### src/rtl/rs_encoder_16_8_pkg.sv
`default_nettype none
// ============================================================================
// Module      : rs_pkg
// Description : Shared constants, generator coefficients, FSM encoding and a
//               GF(2^8) multiply helper for the RS(16,8) encoder.
// Revision    : 1.0 - initial release
// ============================================================================
package rs_pkg;

    localparam int SYM_BW = 8;
    localparam int N_NUM  = 16;
    localparam int R_NUM  = 8;
    localparam int K_NUM  = N_NUM - R_NUM;

    localparam logic [SYM_BW:0] PRIM_POLY = 9'h11D;

    // Counter widths for message and parity positions
    localparam int MSG_CW = $clog2(K_NUM);
    localparam int PAR_CW = $clog2(R_NUM);

    // g(x) = prod_{i=0..7} (x - a^i), a = 0x02; GEN_COEF[i] is the x^i term.
    // The monic x^8 term is implicit.
    localparam logic [SYM_BW-1:0] GEN_COEF [R_NUM] = '{
        8'd24, 8'd200, 8'd173, 8'd239, 8'd54, 8'd81, 8'd11, 8'd255
    };

    typedef enum logic [1:0] {
        ST_IDLE = 2'd0,
        ST_MSG  = 2'd1,
        ST_PAR  = 2'd2
    } state_t;

    // Shift-and-add multiply; each step multiplies the running term by a
    // and reduces modulo the field polynomial.
    function automatic logic [SYM_BW-1:0] gf_mul(input logic [SYM_BW-1:0] a,
                                                 input logic [SYM_BW-1:0] b);
        logic [SYM_BW-1:0] acc;
        logic [SYM_BW-1:0] sh;
        acc = '0;
        sh  = a;
        for (int j = 0; j < SYM_BW; j++) begin
            if (b[j]) acc = acc ^ sh;
            sh = {sh[SYM_BW-2:0], 1'b0} ^ (sh[SYM_BW-1] ? PRIM_POLY[SYM_BW-1:0] : '0);
        end
        return acc;
    endfunction

endpackage : rs_pkg
`default_nettype wire

### src/rtl/rs_encoder_16_8_if.sv
`default_nettype none
// ============================================================================
// Module      : rs_encoder_16_8_if
// Description : Symbol-stream interface of the RS(16,8) encoder. The master
//               side supplies message symbols and flush; the slave side is
//               the encoder.
// Revision    : 1.0 - initial release
// ============================================================================
interface rs_encoder_16_8_if;

    logic                        flush;
    logic                        in_val;
    logic [rs_pkg::SYM_BW-1:0]   in_sym;
    logic                        in_rdy;
    logic                        out_val;
    logic [rs_pkg::SYM_BW-1:0]   out_sym;
    logic [rs_pkg::SYM_BW-1:0]   out_cnt;

    modport master (
        output flush, in_val, in_sym,
        input  in_rdy, out_val, out_sym, out_cnt
    );

    modport slave (
        input  flush, in_val, in_sym,
        output in_rdy, out_val, out_sym, out_cnt
    );

endinterface : rs_encoder_16_8_if
`default_nettype wire

### src/rtl/rs_encoder_16_8_gf_mul_const.sv
`default_nettype none
// ============================================================================
// Module      : gf_mul_const
// Description : Combinational GF(2^8) multiply of a symbol by a fixed
//               constant; synthesis folds it into an XOR network.
// Revision    : 1.0 - initial release
// ============================================================================
module gf_mul_const
    import rs_pkg::*;
#(
    parameter logic [SYM_BW-1:0] COEF = 8'h01
) (
    input  wire logic [SYM_BW-1:0] i_a,
    output logic      [SYM_BW-1:0] o_y
);

    // Product against the constant coefficient
    assign o_y = gf_mul(i_a, COEF);

endmodule : gf_mul_const
`default_nettype wire

### src/rtl/rs_encoder_16_8.sv
`default_nettype none
// ============================================================================
// Module      : rs_encoder_16_8
// Description : Systematic RS(16,8) encoder over GF(2^8). Passes the 8
//               message symbols through, then emits 8 parity symbols from a
//               division LFSR, highest-degree parity first.
// Revision    : 1.0 - initial release
// ============================================================================
module rs_encoder_16_8
    import rs_pkg::*;
(
    input  wire logic         clk,
    input  wire logic         rst,
    rs_encoder_16_8_if.slave  bus
);

    state_t                r_state;
    logic [MSG_CW-1:0]     r_msg_cnt;
    logic [PAR_CW-1:0]     r_par_cnt;
    logic [SYM_BW-1:0]     r_par [R_NUM];
    logic                  r_out_val;
    logic [SYM_BW-1:0]     r_out_sym;
    logic [SYM_BW-1:0]     r_out_cnt;

    logic [SYM_BW-1:0]     w_fb;
    logic [SYM_BW-1:0]     w_prod [R_NUM];

    assign w_fb = bus.in_sym ^ r_par[R_NUM-1];

    for (genvar gi = 0; gi < R_NUM; gi++) begin : g_mul
        gf_mul_const #(
            .COEF (GEN_COEF[gi])
        ) u_mul (
            .i_a (w_fb),
            .o_y (w_prod[gi])
        );
    end

    // Ready depends on state only, so there is no input-to-output path here
    assign bus.in_rdy  = (r_state != ST_PAR);
    assign bus.out_val = r_out_val;
    assign bus.out_sym = r_out_sym;
    assign bus.out_cnt = r_out_cnt;

    // Block FSM, parity LFSR and registered output stage
    always_ff @(posedge clk or posedge rst) begin
        if (rst) begin
            r_state   <= ST_IDLE;
            r_msg_cnt <= '0;
            r_par_cnt <= '0;
            r_out_val <= 1'b0;
            r_out_sym <= '0;
            r_out_cnt <= '0;
            for (int i = 0; i < R_NUM; i++) r_par[i] <= '0;
        end else if (bus.flush) begin
            // Abort wins over a concurrent symbol, which is dropped
            r_state   <= ST_IDLE;
            r_msg_cnt <= '0;
            r_par_cnt <= '0;
            r_out_val <= 1'b0;
            r_out_sym <= '0;
            r_out_cnt <= '0;
            for (int i = 0; i < R_NUM; i++) r_par[i] <= '0;
        end else begin
            r_out_val <= 1'b0;
            r_out_sym <= '0;
            r_out_cnt <= '0;
            case (r_state)
                ST_IDLE, ST_MSG: begin
                    if (bus.in_val) begin
                        r_out_val <= 1'b1;
                        r_out_sym <= bus.in_sym;
                        r_out_cnt <= SYM_BW'(r_msg_cnt) + SYM_BW'(1);
                        r_par[0]  <= w_prod[0];
                        for (int i = 1; i < R_NUM; i++) r_par[i] <= r_par[i-1] ^ w_prod[i];
                        if (r_msg_cnt == MSG_CW'(K_NUM - 1)) begin
                            r_state   <= ST_PAR;
                            r_msg_cnt <= '0;
                        end else begin
                            r_state   <= ST_MSG;
                            r_msg_cnt <= r_msg_cnt + MSG_CW'(1);
                        end
                    end
                end
                ST_PAR: begin
                    r_out_val <= 1'b1;
                    r_out_sym <= r_par[R_NUM-1];
                    r_out_cnt <= SYM_BW'(K_NUM + 1) + SYM_BW'(r_par_cnt);
                    r_par[0]  <= '0;
                    for (int i = 1; i < R_NUM; i++) r_par[i] <= r_par[i-1];
                    if (r_par_cnt == PAR_CW'(R_NUM - 1)) begin
                        r_state   <= ST_IDLE;
                        r_par_cnt <= '0;
                    end else begin
                        r_par_cnt <= r_par_cnt + PAR_CW'(1);
                    end
                end
                default: begin
                    r_state <= ST_IDLE;
                end
            endcase
        end
    end

endmodule : rs_encoder_16_8
`default_nettype wire
### src/flat_wrapper.sv
// flat-port wrapper written by rule: the top's interface ports become plain ports
module rs_encoder_16_8_flat import rs_pkg::*;
  (clk, rst, bus_flush, bus_in_val, bus_in_sym, bus_in_rdy, bus_out_val, bus_out_sym, bus_out_cnt);
  rs_encoder_16_8_if bus_i ();
  input  wire logic clk;
  input  wire logic rst;
  input wire logic [$bits(bus_i.flush)-1:0] bus_flush;
  input wire logic [$bits(bus_i.in_val)-1:0] bus_in_val;
  input wire logic [$bits(bus_i.in_sym)-1:0] bus_in_sym;
  output wire logic [$bits(bus_i.in_rdy)-1:0] bus_in_rdy;
  output wire logic [$bits(bus_i.out_val)-1:0] bus_out_val;
  output wire logic [$bits(bus_i.out_sym)-1:0] bus_out_sym;
  output wire logic [$bits(bus_i.out_cnt)-1:0] bus_out_cnt;
  assign bus_i.flush = bus_flush;
  assign bus_i.in_val = bus_in_val;
  assign bus_i.in_sym = bus_in_sym;
  assign bus_in_rdy = bus_i.in_rdy;
  assign bus_out_val = bus_i.out_val;
  assign bus_out_sym = bus_i.out_sym;
  assign bus_out_cnt = bus_i.out_cnt;
  rs_encoder_16_8 u_core (.clk(clk), .rst(rst), .bus(bus_i));
endmodule
### config.mk
export PLATFORM = sky130hd
export DESIGN_NAME = rs_encoder_16_8_flat
export DESIGN_NICKNAME = d
export VERILOG_FILES = /design/src/rtl/rs_encoder_16_8_pkg.sv /design/src/rtl/rs_encoder_16_8_if.sv /design/src/rtl/rs_encoder_16_8_gf_mul_const.sv /design/src/rtl/rs_encoder_16_8.sv /design/src/flat_wrapper.sv
export SDC_FILE = /design/constraint.sdc
export NUM_CORES = 1
export LEC_CHECK = 0
export CORE_ASPECT_RATIO = 0.8
export CORE_MARGIN = 2
export CORE_UTILIZATION = 45
export CTS_BUF_LIST = sky130_fd_sc_hd__clkbuf_2 sky130_fd_sc_hd__clkbuf_4 sky130_fd_sc_hd__clkbuf_8
export DETAILED_ROUTE_END_ITERATION = 10
export MAX_ROUTING_LAYER = met4
export PLACE_DENSITY = 0.7
export SKIP_LAST_GASP = 1
export SYNTH_ARGS = -nofsm -noshare
export SYNTH_HDL_FRONTEND = slang
export SYNTH_HIERARCHICAL = 1
export SYNTH_SLANG_ARGS = --single-unit
export TNS_END_PERCENT = 50
### constraint.sdc
create_clock -name clk -period 4.05 [get_ports clk]
set_input_delay 1.0125 -clock clk [delete_from_list [all_inputs] [get_ports clk]]
set_output_delay 1.0125 -clock clk [all_outputs]
set_load 0.02 [all_outputs]
# After elaboration in Yosys (flattened, before gate mapping)
# Cells that the tools add are included.
classes:
  addsub: 4
  n_eq_ne: 7
  muxes: 31
  bitwise: 38
  n_reduce_logical: 9
op_table:
  columns: ["operator", "count"]
  rows:
  - ["$xor A8 B8 Y8", 32]
  - ["$mux W64", 2]
  - ["$pmux W64 S2", 1]
  - ["$xor A8 B5 Y8", 6]
  - ["$mux W5", 7]
  - ["$mux W8", 4]
  - ["$pmux W8 S2", 2]
  - ["$mux W3", 7]
  - ["$mux W2", 4]
  - ["$add A3 B1 Y3 const B", 2]
  - ["$eq A3 B3 Y1 const B", 2]
  - ["$reduce_and A2 Y1", 3]
  - ["$reduce_bool A2 Y1", 3]
  - ["$add A4 B3 Y5 const A", 1]
  - ["$add A3 B1 Y4 const B", 1]
  - ["$pmux W2 S2", 1]
  - ["$ne A3 B2 Y1 const B", 1]
  - ["$ne A3 B3 Y1 const B", 1]
  - ["$reduce_bool A3 Y1", 1]
  - ["$eq A2 B1 Y1 const B", 1]
  - ["$eq A2 B2 Y1 const B", 1]
  - ["$logic_not A2 Y1", 1]
  - ["$mux W1", 2]
  - ["$ne A2 B2 Y1 const B", 1]
  - ["other kinds (2)", 2]
word_totals:
  register_bits: 89
  input_bits: 12
  output_inout_bits: 18
  wordCells: 103

# Logic depth before layout (Yosys ltp)
depth:
  depth_word: 20
  mapped_depth: 8
  ltp_nobuf: 7

# Modules after synthesis
# The synthesis kept the hierarchy.
modules_own_cells:
  columns: ["mod", "n_inst", "cells_each", "area_per_inst_um2", "seq_area_each_um2"]
  rows:
  - ["rs_encoder_16_8", 1, 366, 4035.1, 2152.1]
  - ["gf_mul_const (u_core.g_mul[7].u_mul)", 1, 16, 221.5, 0.0]
  - ["gf_mul_const (u_core.g_mul[6].u_mul)", 1, 18, 197.7, 0.0]
  - ["gf_mul_const (u_core.g_mul[3].u_mul)", 1, 14, 193.9, 0.0]
  - ["gf_mul_const (u_core.g_mul[4].u_mul)", 1, 14, 143.9, 0.0]
  - ["gf_mul_const (u_core.g_mul[0].u_mul)", 1, 14, 137.6, 0.0]
  - ["gf_mul_const (u_core.g_mul[5].u_mul)", 1, 13, 136.4, 0.0]
  - ["gf_mul_const (u_core.g_mul[1].u_mul)", 1, 13, 127.6, 0.0]
  - ["gf_mul_const (u_core.g_mul[2].u_mul)", 1, 11, 88.8, 0.0]

# Worst setup path after synthesis
# No wires, ideal clock.
synth_path:
  path_type: "input to register"
  startpoint: "input port bus_in_sym[2]"
  endpoint: "register u_core/r_par[0] (netlist name)"
  setup_ns: 0.121
  arrival_ns: 3.677
  required_time_ns: 3.929
  slack_ns: 0.252
  cell_stages: 6
  path_buffers: 0
  cell_sequence: "xor2_1 > xor3_2 > xnor3_1 > nand2_1 > xnor2_1 > a22o_1"
synth_rtl:
  columns: ["element", "line", "source"]
  rows:
  - ["start: declaration", "flat_wrapper.sv:9", "input wire logic [$bits(bus_i.in_sym)-1:0] bus_in_sym;"]
  - ["end: declaration", "rs_encoder_16_8.sv:20", "logic [SYM_BW-1:0] r_par [R_NUM];"]

==> impl_metrics.ini <==
[status]
status = completed

[clocking]
clkTransAtPathRegs_ps = 90
cts_max_level = 3
cts_max_path_buffers = 2
cts_tree = built
root_buffer = clkbuf_8
cts_buffers = 9
postCtsSetupBuffers = 0
cts_hold_buffers = 0
worstSkewPairLatency_ps = 380
cts_sinks = 86
cts_resized = 0

[worst_setup_path]
crit_family = XOR/XNOR gates
cp_max_fo = 10
worst-path-buf-inv = 2
crit_slowest_cell = clkdlybuf4s50_1
cp-end-kind = register
critPathKind = primary input to register
cp_common_cell = xnor2_1
critPathMaxStageDelay_ps = 530
critPathArrivalTime_ps = 3300
crit_chain = clkdlybuf4s50_1 -> xor2_2 -> buf_4 -> xnor3_1 -> xnor2_1 -> nand2_1 -> xnor2_1 -> a22o_1
required_ps = 4330
startpoint_type = primary input

[sta]
fin_crit_sh = 0.744
fmax_mhz = 332
tightest_slew_ps = 936
slew_headroom = 0.374
hold_viol = 0
setup_tns_ps = 0
final_max_slew_viol_count = 0
worst_slack_ps = 1030
rsz0062_at_grt = false
setup_viol_count_final = 0
period_needed_ps = 3020
fin_skew_ps = 14.0

[final_layout]
seq_area_um2 = 2150
antenna_cells = 0
drive_gt1_frac = 0.114
multiInputGateArea_um2 = 2990
area_growth_syn_to_layout_pct = 13.7
fillCellCount = 986
fin_nets = 519
final_area_um2 = 6010

[die]
start_util = 0.460
core_um2 = 11500
num_io_pins = 30
dieWidth_um = 125
dieArea_um2 = 12600
num_rows = 35
chipHeight_um = 101

[drt]
ant_nets = 0
first_iter_violations = 220
routed_wl_um = 11200
dr.pass1.iters = 4
viasPerCell = 5.28
route.detailed.drc = 0
avgRoutedWirePerCell_um = 17.1
vias = 3465

[global_routing]
antenna_found_initial = 0
grt_use_total = 0.197
grt_pass1_wl_um = 18900
grt_pass1_vias = 3573
grt_max_degree = 64
gr-total-overflow = 0

[yosys]
yosysTopAreaCellShare = 0.407
synth.distinct_cells = 34
synth_area_leaders = dfrtp_1, xnor2_1, a22o_1
synth_seq_area_share = 0.407
syn-cell-area_um2 = 5280
synth_top_area_cell = dfrtp_1
synth_seq_cells = 86
yosysWarningCount = 6
syn_inst = 479
syn_area_per_cell_um2 = 11.0

[pwr]
seqPwrFrac = 0.221
p_int_w = 0.00362
leakagePower_nw = 2.78
switching_share = 0.390
irDropWorstVdd_mv = 0.368
combPwrFrac = 0.653
switching_power_w = 0.00232
p_clk_frac = 0.126
p_per_area_nw_per_um2 = 989

[placement]
numPortBuffers = 26
gp_congestion = 0.784
place_ws_ps = 667
hpwl_um = 7210
placed_cell_area_um2 = 5760

[job]
cap_violations = 0

[min_path]
hp-class = register to register
-- layer usage --
| metal | routed length, µm | vias to the layer above | track usage |
|---|---|---|---|
| met4 | 140 | 0 | 0.0453 |
| met3 | 419 | 12 | 0.0531 |
| met1 | 5280 | 1764 | 0.260 |
| met2 | 5390 | 56 | 0.309 |
| met5 | 0 | - | - |
| li1 | - | 1633 | - |
-- state kept, by name, summed over array words and instances, names as in the netlist --
signal and flops:
u_core/bus.out_cnt 5, u_core/r_par_cnt 3, u_core/r_par 64, u_core/bus.out_val 1, u_core/r_msg_cnt 3, u_core/bus.out_sym 8, u_core/r_state 2
-- kinds of logic (layout without fill, tap and decap cells) --
group / Yosys count / in the layout / share of synthesized area
and+or+nand+nor: 97 / 97 / 0.0737
AOI/OAI and AO/OA: 85 / 85 / 0.131
xor gates and xnor gates: 169 / 169 / 0.336
buffers and inverters: 37 / 64 / 0.0414
DFF: 86 / 86 / 0.407
other: 1 / 3 / 0.000710
adders and majority gates: 4 / 4 / 0.00947
-- worst paths after layout --
path / from / to / slack (ps) / cells after the start
worst max-delay path: bus_in_sym[5] / u_core/r_par[4]$_DFFE_PP0P_ / 1030 / 8
worst min-delay path: u_core/r_state[1]$_DFFE_PP0P_ / u_core/r_state[0]$_DFFE_PP0P_ / 530 / 1
worst max register to register: u_core/r_par[5]$_DFFE_PP0P_ / u_core/r_par[4]$_DFFE_PP0P_ / 1730 / 7
worst min register to register: u_core/r_state[1]$_DFFE_PP0P_ / u_core/r_state[0]$_DFFE_PP0P_ / 530 / 1
max in group asynchronous: rst / u_core/r_par_cnt[2]$_DFFE_PP0P_ / 2170 / 3
min in group asynchronous: rst / u_core/r_par[4]$_DFFE_PP0P_ / 1030 / 2
-- power groups by stage --
stage / logic [W] / registers, W / clock network (W)
2_1_floorplan: 0.00331 / 0.00127 / 0
3_3_place_gp: 0.00379 / 0.00132 / 0
3_5_place_dp: 0.00388 / 0.00133 / 0
4_1_cts: 0.00390 / 0.00132 / 0.000764
5_1_grt: 0.00425 / 0.00134 / 0.000799
6_report: 0.00388 / 0.00131 / 0.000748
-- cell usage after synthesis --
cell type / count
a22o_1: 67
xor3_1: 1
nor2b_1: 2
nor2_1: 9
nor2_2: 1
buf_2: 15
xor2_2: 5
buf_1: 1
xnor3_1: 13
a21oi_2: 1
a2111oi_0: 1
nor3_1: 1
xor2_1: 28
dfrtp_1: 86
xor3_2: 3
conb_1: 1
xnor2_2: 2
nand2b_1: 2
nand2b_2: 1
a41oi_1: 1
a21oi_1: 12
clkbuf_1: 7
clkbuf_2: 1
o21ai_0: 1
buf_6: 6
o22a_1: 1
a31oi_1: 1
xnor2_1: 117
and2_1: 1
ha_1: 4
nand2_1: 79
nand3b_1: 1
inv_1: 3
buf_4: 4
-- through the flow --
stage	util	total power, W	hold WS [ps]	cells
floorplan	-	0.00459	449	481
CTS	0.523	0.00598	526	656
global route	0.523	0.00639	552	656
global placement	0.502	0.00511	489	640
detailed placement	0.502	0.00521	514	640
finish	0.523	0.00594	526	656
-- cell usage in the layout, fill, tap and decap left out, drive strengths merged --
| cell type | n |
|---|---|
| nand2b | 3 |
| xor2 | 33 |
| conb | 3 |
| a2111oi | 1 |
| inv | 2 |
| o22a | 1 |
| nand3b | 1 |
| a31oi | 1 |
| nor3 | 1 |
| o21ai | 1 |
| a41oi | 1 |
| a22o | 67 |
| xnor2 | 119 |
| clkbuf | 9 |
| clkinv | 3 |
| xnor3 | 13 |
| buf | 19 |
| xor3 | 4 |
| clkinvlp | 2 |
| ha | 4 |
| and2 | 1 |
| dfrtp | 86 |
| nor2b | 2 |
| a21oi | 13 |
| bufinv | 3 |
| nor2 | 10 |
| clkdlybuf4s50 | 26 |
| nand2 | 79 |
-- area by class of cell --
type | instances | area share
clock buffer | 9 | 0.0206
tap | 148 | 0.0308
multi-input combinational | 358 | 0.499
sequential | 86 | 0.358
inverter | 3 | 0.00208
timing repair buffer | 45 | 0.0692
clock inverter | 7 | 0.0204
Note: power is estimated with default switching activity, not from simulation.
